File: src/rtl/bottle_intake_sequencer_pkg.sv
// ============================================================================
// Module : bottle_intake_sequencer_pkg
// Brief  : Shared states, reject codes and widths for the bottle intake path.
// Rev    : 1.0 - initial release
// ============================================================================
`default_nettype none

package bottle_intake_sequencer_pkg;

    localparam int DIST_W = 12;

    typedef enum logic [2:0] {
        IDLE     = 3'd0,
        REQ      = 3'd1,
        WAIT     = 3'd2,
        GAP      = 3'd3,
        CLASSIFY = 3'd4,
        REPORT   = 3'd5,
        ERROR    = 3'd6
    } state_t;

    localparam logic [1:0] ERR_TIMEOUT  = 2'd0;
    localparam logic [1:0] ERR_UNSTABLE = 2'd1;
    localparam logic [1:0] ERR_EMPTY    = 2'd2;
    localparam logic [1:0] ERR_OVERSIZE = 2'd3;

endpackage

`default_nettype wire

File: src/rtl/bottle_intake_sequencer_sample_stats.sv
// ============================================================================
// Module : sample_stats
// Brief  : Running sum plus min/max tracker for one batch of distance samples.
// Rev    : 1.0 - initial release
// ============================================================================
`default_nettype none

module sample_stats
    import bottle_intake_sequencer_pkg::*;
#(
    parameter int SUM_W = DIST_W + 2
) (
    input  logic              clk,
    input  logic              rst,
    input  logic              i_clear,
    input  logic              i_load,
    input  logic [DIST_W-1:0] i_sample,
    output logic [SUM_W-1:0]  o_sum,
    output logic [DIST_W-1:0] o_min,
    output logic [DIST_W-1:0] o_max
);

    logic [SUM_W-1:0]  r_sum;
    logic [DIST_W-1:0] r_min;
    logic [DIST_W-1:0] r_max;

    // Clear seeds min high so the first loaded sample always replaces it.
    always_ff @(posedge clk or negedge rst) begin
        if (!rst) begin
            r_sum <= '0;
            r_min <= '0;
            r_max <= '0;
        end else if (i_clear) begin
            r_sum <= '0;
            r_min <= '1;
            r_max <= '0;
        end else if (i_load) begin
            r_sum <= r_sum + SUM_W'(i_sample);
            if (i_sample < r_min) r_min <= i_sample;
            if (i_sample > r_max) r_max <= i_sample;
        end
    end

    assign o_sum = r_sum;
    assign o_min = r_min;
    assign o_max = r_max;

endmodule

`default_nettype wire

File: src/rtl/bottle_intake_sequencer.sv
// ============================================================================
// Module : bottle_intake_sequencer
// Brief  : Runs one bottle-acceptance cycle: sample, average, classify, report.
//          Optional single automatic retry: define BOTTLE_RETRY_EN.
// Rev    : 1.0 - initial release
// ============================================================================
`default_nettype none

module bottle_intake_sequencer
    import bottle_intake_sequencer_pkg::*;
#(
    parameter int SAMPLES     = 4,
    parameter int GAP_CYC     = 3000000,
    parameter int TIMEOUT_CYC = 2500000,
    parameter int TOL         = 2,
    parameter int EMPTY_DIST  = 30,
    parameter int T250_LO     = 22,
    parameter int T500_LO     = 15,
    parameter int T1250_LO    = 5
) (
    input  logic              clk,
    input  logic              rst,
    input  logic              start,
    input  logic [DIST_W-1:0] distance_in,
    input  logic              meas_valid,
    output logic              meas_req,
    output logic              inc_250,
    output logic              inc_500,
    output logic              inc_1250,
    output logic              error,
    output logic [1:0]        err_code,
    output logic              busy,
    output logic [DIST_W-1:0] last_avg
);

    localparam int c_LOG_S   = $clog2(SAMPLES);
    localparam int c_SUM_W   = DIST_W + c_LOG_S;
    localparam int c_CNT_W   = $clog2(SAMPLES + 1);
    localparam int c_TMR_MAX = (GAP_CYC > TIMEOUT_CYC) ? GAP_CYC : TIMEOUT_CYC;
    localparam int c_TMR_W   = $clog2(c_TMR_MAX + 1);

    localparam logic [DIST_W-1:0] c_TOL   = DIST_W'(TOL);
    localparam logic [DIST_W-1:0] c_EMPTY = DIST_W'(EMPTY_DIST);
    localparam logic [DIST_W-1:0] c_T250  = DIST_W'(T250_LO);
    localparam logic [DIST_W-1:0] c_T500  = DIST_W'(T500_LO);
    localparam logic [DIST_W-1:0] c_T1250 = DIST_W'(T1250_LO);

    localparam logic [1:0] c_SZ_250  = 2'd0;
    localparam logic [1:0] c_SZ_500  = 2'd1;
    localparam logic [1:0] c_SZ_1250 = 2'd2;

    state_t              r_state;
    state_t              w_next_state;
    logic                r_start_d;
    logic                w_start_rise;
    logic [c_TMR_W-1:0]  r_timer;
    logic [c_CNT_W-1:0]  r_count;
    logic                r_error;
    logic [1:0]          r_err_code;
    logic [DIST_W-1:0]   r_last_avg;
    logic [1:0]          r_size;

    logic                w_clear;
    logic                w_load;
    logic                w_fail;
    logic [1:0]          w_fail_code;
    logic                w_cls_fail;
    logic [1:0]          w_cls_code;
    logic [1:0]          w_cls_size;

    logic [c_SUM_W-1:0]  w_sum;
    logic [DIST_W-1:0]   w_min;
    logic [DIST_W-1:0]   w_max;
    logic [DIST_W-1:0]   w_avg;
    logic [DIST_W-1:0]   w_spread;

`ifdef BOTTLE_RETRY_EN
    logic                r_retried;
    logic                w_retry;
`endif

    assign w_start_rise = start & ~r_start_d;
    assign w_avg        = w_sum[c_SUM_W-1:c_LOG_S];
    assign w_spread     = w_max - w_min;

    sample_stats #(
        .SUM_W (c_SUM_W)
    ) u_stats (
        .clk      (clk),
        .rst      (rst),
        .i_clear  (w_clear),
        .i_load   (w_load),
        .i_sample (distance_in),
        .o_sum    (w_sum),
        .o_min    (w_min),
        .o_max    (w_max)
    );

    // Priority-ordered classification of the finished batch.
    always_comb begin
        w_cls_fail = 1'b0;
        w_cls_code = ERR_TIMEOUT;
        w_cls_size = c_SZ_1250;
        if (w_spread > c_TOL) begin
            w_cls_fail = 1'b1;
            w_cls_code = ERR_UNSTABLE;
        end else if (w_avg >= c_EMPTY) begin
            w_cls_fail = 1'b1;
            w_cls_code = ERR_EMPTY;
        end else if (w_avg < c_T1250) begin
            w_cls_fail = 1'b1;
            w_cls_code = ERR_OVERSIZE;
        end else if (w_avg >= c_T250) begin
            w_cls_size = c_SZ_250;
        end else if (w_avg >= c_T500) begin
            w_cls_size = c_SZ_500;
        end
    end

    always_comb begin
        w_next_state = r_state;
        w_clear      = 1'b0;
        w_load       = 1'b0;
        w_fail       = 1'b0;
        w_fail_code  = ERR_TIMEOUT;
`ifdef BOTTLE_RETRY_EN
        w_retry      = 1'b0;
`endif
        case (r_state)
            IDLE, ERROR: begin
                if (w_start_rise) begin
                    w_clear      = 1'b1;
                    w_next_state = REQ;
                end
            end
            REQ: w_next_state = WAIT;
            WAIT: begin
                // A sample arriving on the expiry cycle still counts.
                if (meas_valid) begin
                    w_load       = 1'b1;
                    w_next_state = (r_count == c_CNT_W'(SAMPLES - 1)) ? CLASSIFY : GAP;
                end else if (r_timer == '0) begin
                    w_fail      = 1'b1;
                    w_fail_code = ERR_TIMEOUT;
                end
            end
            GAP: begin
                if (r_timer == '0) w_next_state = REQ;
            end
            CLASSIFY: begin
                if (w_cls_fail) begin
                    w_fail      = 1'b1;
                    w_fail_code = w_cls_code;
                end else begin
                    w_next_state = REPORT;
                end
            end
            REPORT: w_next_state = IDLE;
            default: w_next_state = IDLE;
        endcase

`ifdef BOTTLE_RETRY_EN
        if (w_fail && !r_retried &&
            (w_fail_code == ERR_TIMEOUT || w_fail_code == ERR_UNSTABLE)) begin
            w_retry      = 1'b1;
            w_clear      = 1'b1;
            w_next_state = GAP;
        end else if (w_fail) begin
            w_next_state = ERROR;
        end
`else
        if (w_fail) w_next_state = ERROR;
`endif
    end

    always_ff @(posedge clk or negedge rst) begin
        if (!rst) begin
            r_state    <= IDLE;
            r_start_d  <= 1'b0;
            r_timer    <= '0;
            r_count    <= '0;
            r_error    <= 1'b0;
            r_err_code <= ERR_TIMEOUT;
            r_last_avg <= '0;
            r_size     <= c_SZ_250;
        end else begin
            r_state   <= w_next_state;
            r_start_d <= start;

            // The timer is shared: timeout while in WAIT, spacing while in GAP.
            if (r_state == REQ)
                r_timer <= c_TMR_W'(TIMEOUT_CYC - 1);
            else if (w_next_state == GAP && r_state != GAP)
                r_timer <= c_TMR_W'(GAP_CYC - 1);
            else if (r_timer != '0)
                r_timer <= r_timer - c_TMR_W'(1);

            if (w_clear)
                r_count <= '0;
            else if (w_load)
                r_count <= r_count + c_CNT_W'(1);

            if (w_fail && w_next_state == ERROR) begin
                r_error    <= 1'b1;
                r_err_code <= w_fail_code;
            end else if (r_state == ERROR && w_start_rise) begin
                r_error    <= 1'b0;
                r_err_code <= ERR_TIMEOUT;
            end

            if (r_state == CLASSIFY) begin
                r_last_avg <= w_avg;
                r_size     <= w_cls_size;
            end
        end
    end

`ifdef BOTTLE_RETRY_EN
    always_ff @(posedge clk or negedge rst) begin
        if (!rst)
            r_retried <= 1'b0;
        else if (w_retry)
            r_retried <= 1'b1;
        else if ((r_state == IDLE || r_state == ERROR) && w_start_rise)
            r_retried <= 1'b0;
    end
`endif

    assign meas_req = (r_state == REQ);
    assign inc_250  = (r_state == REPORT) && (r_size == c_SZ_250);
    assign inc_500  = (r_state == REPORT) && (r_size == c_SZ_500);
    assign inc_1250 = (r_state == REPORT) && (r_size == c_SZ_1250);
    assign error    = r_error;
    assign err_code = r_err_code;
    assign busy     = (r_state != IDLE) && (r_state != ERROR);
    assign last_avg = r_last_avg;

endmodule

`default_nettype wire

File: config.mk
export PLATFORM = sky130hd
export DESIGN_NAME = bottle_intake_sequencer
export DESIGN_NICKNAME = d
export VERILOG_FILES = /design/src/rtl/bottle_intake_sequencer_pkg.sv /design/src/rtl/bottle_intake_sequencer_sample_stats.sv /design/src/rtl/bottle_intake_sequencer.sv
export SDC_FILE = /design/constraint.sdc
export NUM_CORES = 1
export LEC_CHECK = 0
export CORE_ASPECT_RATIO = 1.25
export CORE_MARGIN = 2
export CORE_UTILIZATION = 45
export DETAILED_ROUTE_END_ITERATION = 10
export PLACE_DENSITY = 0.62
export REMOVE_ABC_BUFFERS = 1
export SLEW_MARGIN = 20
export SYNTH_ARGS = -nofsm -noshare
export SYNTH_HDL_FRONTEND = slang
export SYNTH_SLANG_ARGS = --single-unit
File: constraint.sdc
create_clock -name clk -period 3.1 [get_ports clk]
set_input_delay 0.62 -clock clk [delete_from_list [all_inputs] [get_ports clk]]
set_output_delay 0.62 -clock clk [all_outputs]
set_load 0.05 [all_outputs]
==> results.py <==
metrics = {
    "outcome": {
        "outcome": "finished, final reports clean",
    },
    "floorplanning": {
        "initial_core_util_pct": 46.0,
        "ioPinCount": 36,
        "die_area_um2": 13400,
        "dieHeight_um": 129,
        "core.rowCount": 45,
        "core_region_area_um2": 12200,
        "dieWidth_um": 104,
    },
    "synth": {
        "synth_area_leader_cell": "dfrtp_1",
        "syn_inst": 636,
        "yosys_most_used_dff": "dfrtp_1",
        "syn_area_um2": 5600,
        "yosysMostFrequentCell": "nand2_1",
        "synth.avg_cell_area_um2": 8.81,
        "ys_seq_area_share_pct": 37.5,
        "netlist.area_leader.share_pct": 37.5,
        "synth_seq_cells": 84,
        "yosys_warnings": 0,
        "synth_commonest_cells": "nand2_1, dfrtp_1, o21ai_0, ha_1, a21oi_1",
        "synthTopCellsByArea": "dfrtp_1, ha_1, nand2_1, o21ai_0, a21oi_1",
        "synth_cell_types": 67,
        "synth-edff-count": 0,
        "synthArstFlopShare_pct": 100,
    },
    "sta": {
        "rsz0062_at_grt": "no",
        "finalCritPeriodShare_pct": 96.9,
        "slew_headroom_pct": 34.5,
        "timing.fmax_ghz": 0.333,
        "period_minus_slack_ns": 3.00,
        "hold_violations": 0,
        "fin_worst_skew_ns": 0.0117,
        "tightest_slew_ns": 0.983,
        "setup_violations": 0,
        "final-max-slew-violation-count": 0,
        "final.setup.tns_ns": 0,
    },
    "grt": {
        "grt_max_degree": 82,
        "grt_pass1_vias": 4887,
        "grt_use_total_pct": 21.7,
        "antenna_found_initial": 0,
        "grt_pass1_wl_um": 23300,
        "gr-total-overflow": 0,
    },
    "power_and_ir_drop": {
        "switchingPower_mw": 2.88,
        "p_clk_share_pct": 16.8,
        "total_power_mw": 6.45,
        "switching_share_pct": 44.6,
        "p_seq_share_pct": 29.1,
        "internal_power_mw": 3.57,
        "powerDensity_nw_per_um2": 977,
        "p_leak_nw": 3.00,
        "peakVddDrop_uv": 410,
        "p_comb_share_pct": 54.1,
    },
    "clock_network": {
        "clock-sinks": 84,
        "cts_buffers": 9,
        "cts_max_path_buffers": 2,
        "clock-root-buffer": "clkbuf_16",
        "clock_latency_ns": 0.35,
        "cts_tree": "built",
        "cts.clk_slew.worst_paths_ns": 0.07,
        "ctsHoldBuffers": 0,
        "cts_max_level": 3,
    },
    "setup_path": {
        "crit_path_end_kind": "flop",
        "critPathKind": "reg2reg",
        "critical_path.max_fanout": 5,
        "critPathMaxStageDelay_ns": 0.43,
        "crit_buf_inv": 2,
        "slowest_stage": "fa_1",
        "rr_startpoint": "u_stats.o_max[0]",
        "path_common_cell": "inv_1",
        "worstSetupStartpointType": "flop",
        "crit_chain": "inv_1, ha_1, inv_1, fa_1, a211oi_2, o21ai_0, a31oi_1, mux2i_1, o311ai_1, or3_1, o22a_2",
        "required_ns": 3.34,
        "path_delay_family": "compound AO/OA/AOI/OAI gates",
        "startpoint": "u_stats.o_max[0]",
        "cp.arrival_ns": 3.24,
    },
    "detailed_routing": {
        "first_pass_iters": 4,
        "ant_nets": 0,
        "routed_wl_um": 14000,
        "via_per_inst": 5.59,
        "drc": 0,
        "routed-via-count": 4800,
        "wire_per_inst_um": 16.3,
        "drtIter0Drc": 197,
    },
    "finish": {
        "finish.net_count": 757,
        "num_antenna_cells": 0,
        "postLayoutCoreUtil_pct": 54.3,
        "layout.cells.non_filler": 859,
        "syn_to_final_growth_pct": 17.8,
        "drive_above_1_share_pct": 8.92,
    },
    "placed_design": {
        "place_inst": 843,
        "globalplace.congestion": 0.862,
        "port_buffers": 35,
        "dpl.hpwl_um": 10600,
    },
    "flow_run": {
        "drv_cap": 0,
    },
    "min_path": {
        "min_path_type": "in2async",
    },
}
-- final cells by class --
class                           count  area, um2
Fill cell                        1141       5560
Sequential cell                    84       2100
Tap cell                          164        205
Timing Repair Buffer               62        576
Clock buffer                       11        253
Multi-Input combinational cell    493       3270
Inverter                           40        150
Clock inverter                      5       43.8
-- cells in the final DEF (no fill, tap or decap), types with 3 or more instances in the layout --
cell / instances
buf_4: 26
a21o_1: 10
nor3_1: 16
a211oi_1: 6
o211a_1: 3
or3_1: 7
nand2b_1: 13
nor4_1: 8
xnor2_1: 14
o21a_1: 6
nor3b_1: 6
or4_1: 3
clkbuf_16: 9
nand3b_1: 3
clkdlybuf4s50_1: 34
nand2_1: 85
dfrtp_1: 84
and2_1: 3
xor2_1: 14
o211ai_1: 7
nand4_1: 7
nand3_1: 32
inv_1: 39
nor2_1: 35
mux2i_1: 15
ha_1: 49
o21ai_0: 55
nor2b_1: 8
a21oi_1: 41
-- repair_timing --
action,4_1_cts,5_1_grt
buffers inserted,0,0
resized for setup,0,1
setup endpoints to repair,0,7
-- power by group through the flow --
stage          clock, mW  combinational (mW)  sequential, mW
6_report            1.08                3.49            1.88
5_1_grt             1.14                3.87            1.94
4_1_cts             1.10                3.47            1.87
3_5_place_dp           0                3.45            1.89
3_3_place_gp           0                3.35            1.87
2_1_floorplan          0                2.35            1.93
-- flip-flops by register name (all words and copies together) (netlist names) --
register	flops
r_timer	22
u_stats.o_sum	14
last_avg	12
u_stats.o_max	12
u_stats.o_min	12
r_count	3
r_state	3
err_code	2
r_size	2
error	1
r_start_d	1
-- per-layer routing --
metal / vias up / share of wire, % / global-route usage (%)
li1: 2374 / - / -
met1: 2331 / 42 / 24.0
met2: 74 / 54 / 41.9
met3: 21 / 2.0 / 2.63
met4: 0 / 2.4 / 9.30
met5: - / 0 / 0
-- final timing paths --
| kind | slack (ns) | depth (start not counted) | end |
|---|---|---|---|
| worst max-delay path | 0.1 | 11 | r_size[1] |
| worst min-delay path | 0.06 | 1 | r_start_d |
| worst max register to register | 0.1 | 11 | r_size[1] |
| worst min register to register | 0.48 | 2 | last_avg[7] |
| max in group asynchronous | 2.43 | 2 | last_avg[6] |
| min in group clk | 0.48 | 2 | last_avg[7] |
-- cell families (layout without fill, tap and decap cells) --
kind of cell / after synthesis / in the layout / share of synthesized area, %
buffers and inverters: 59 / 118 / 4.18
AOI/OAI and AO/OA: 157 / 157 / 17.7
DFF: 84 / 84 / 37.5
xor gates and xnor gates: 28 / 28 / 4.38
adders and majority gates: 51 / 51 / 11.7
and+or+nand+nor: 242 / 242 / 21.9
muxes: 15 / 15 / 2.68
-- stage by stage --
step                      setup slack [ns]  hold slack (ns)  instance area [um2]
after floorplan                      0.408            0.324                 5520
after global placement             -0.0239            0.426                 6300
after detailed placement           -0.0649            0.426                 6300
after CTS                           0.0837           0.0525                 6590
after global routing                0.0103           0.0574                 6600
final                               0.0972           0.0577                 6600
Note: power is estimated with default switching activity, not from simulation.
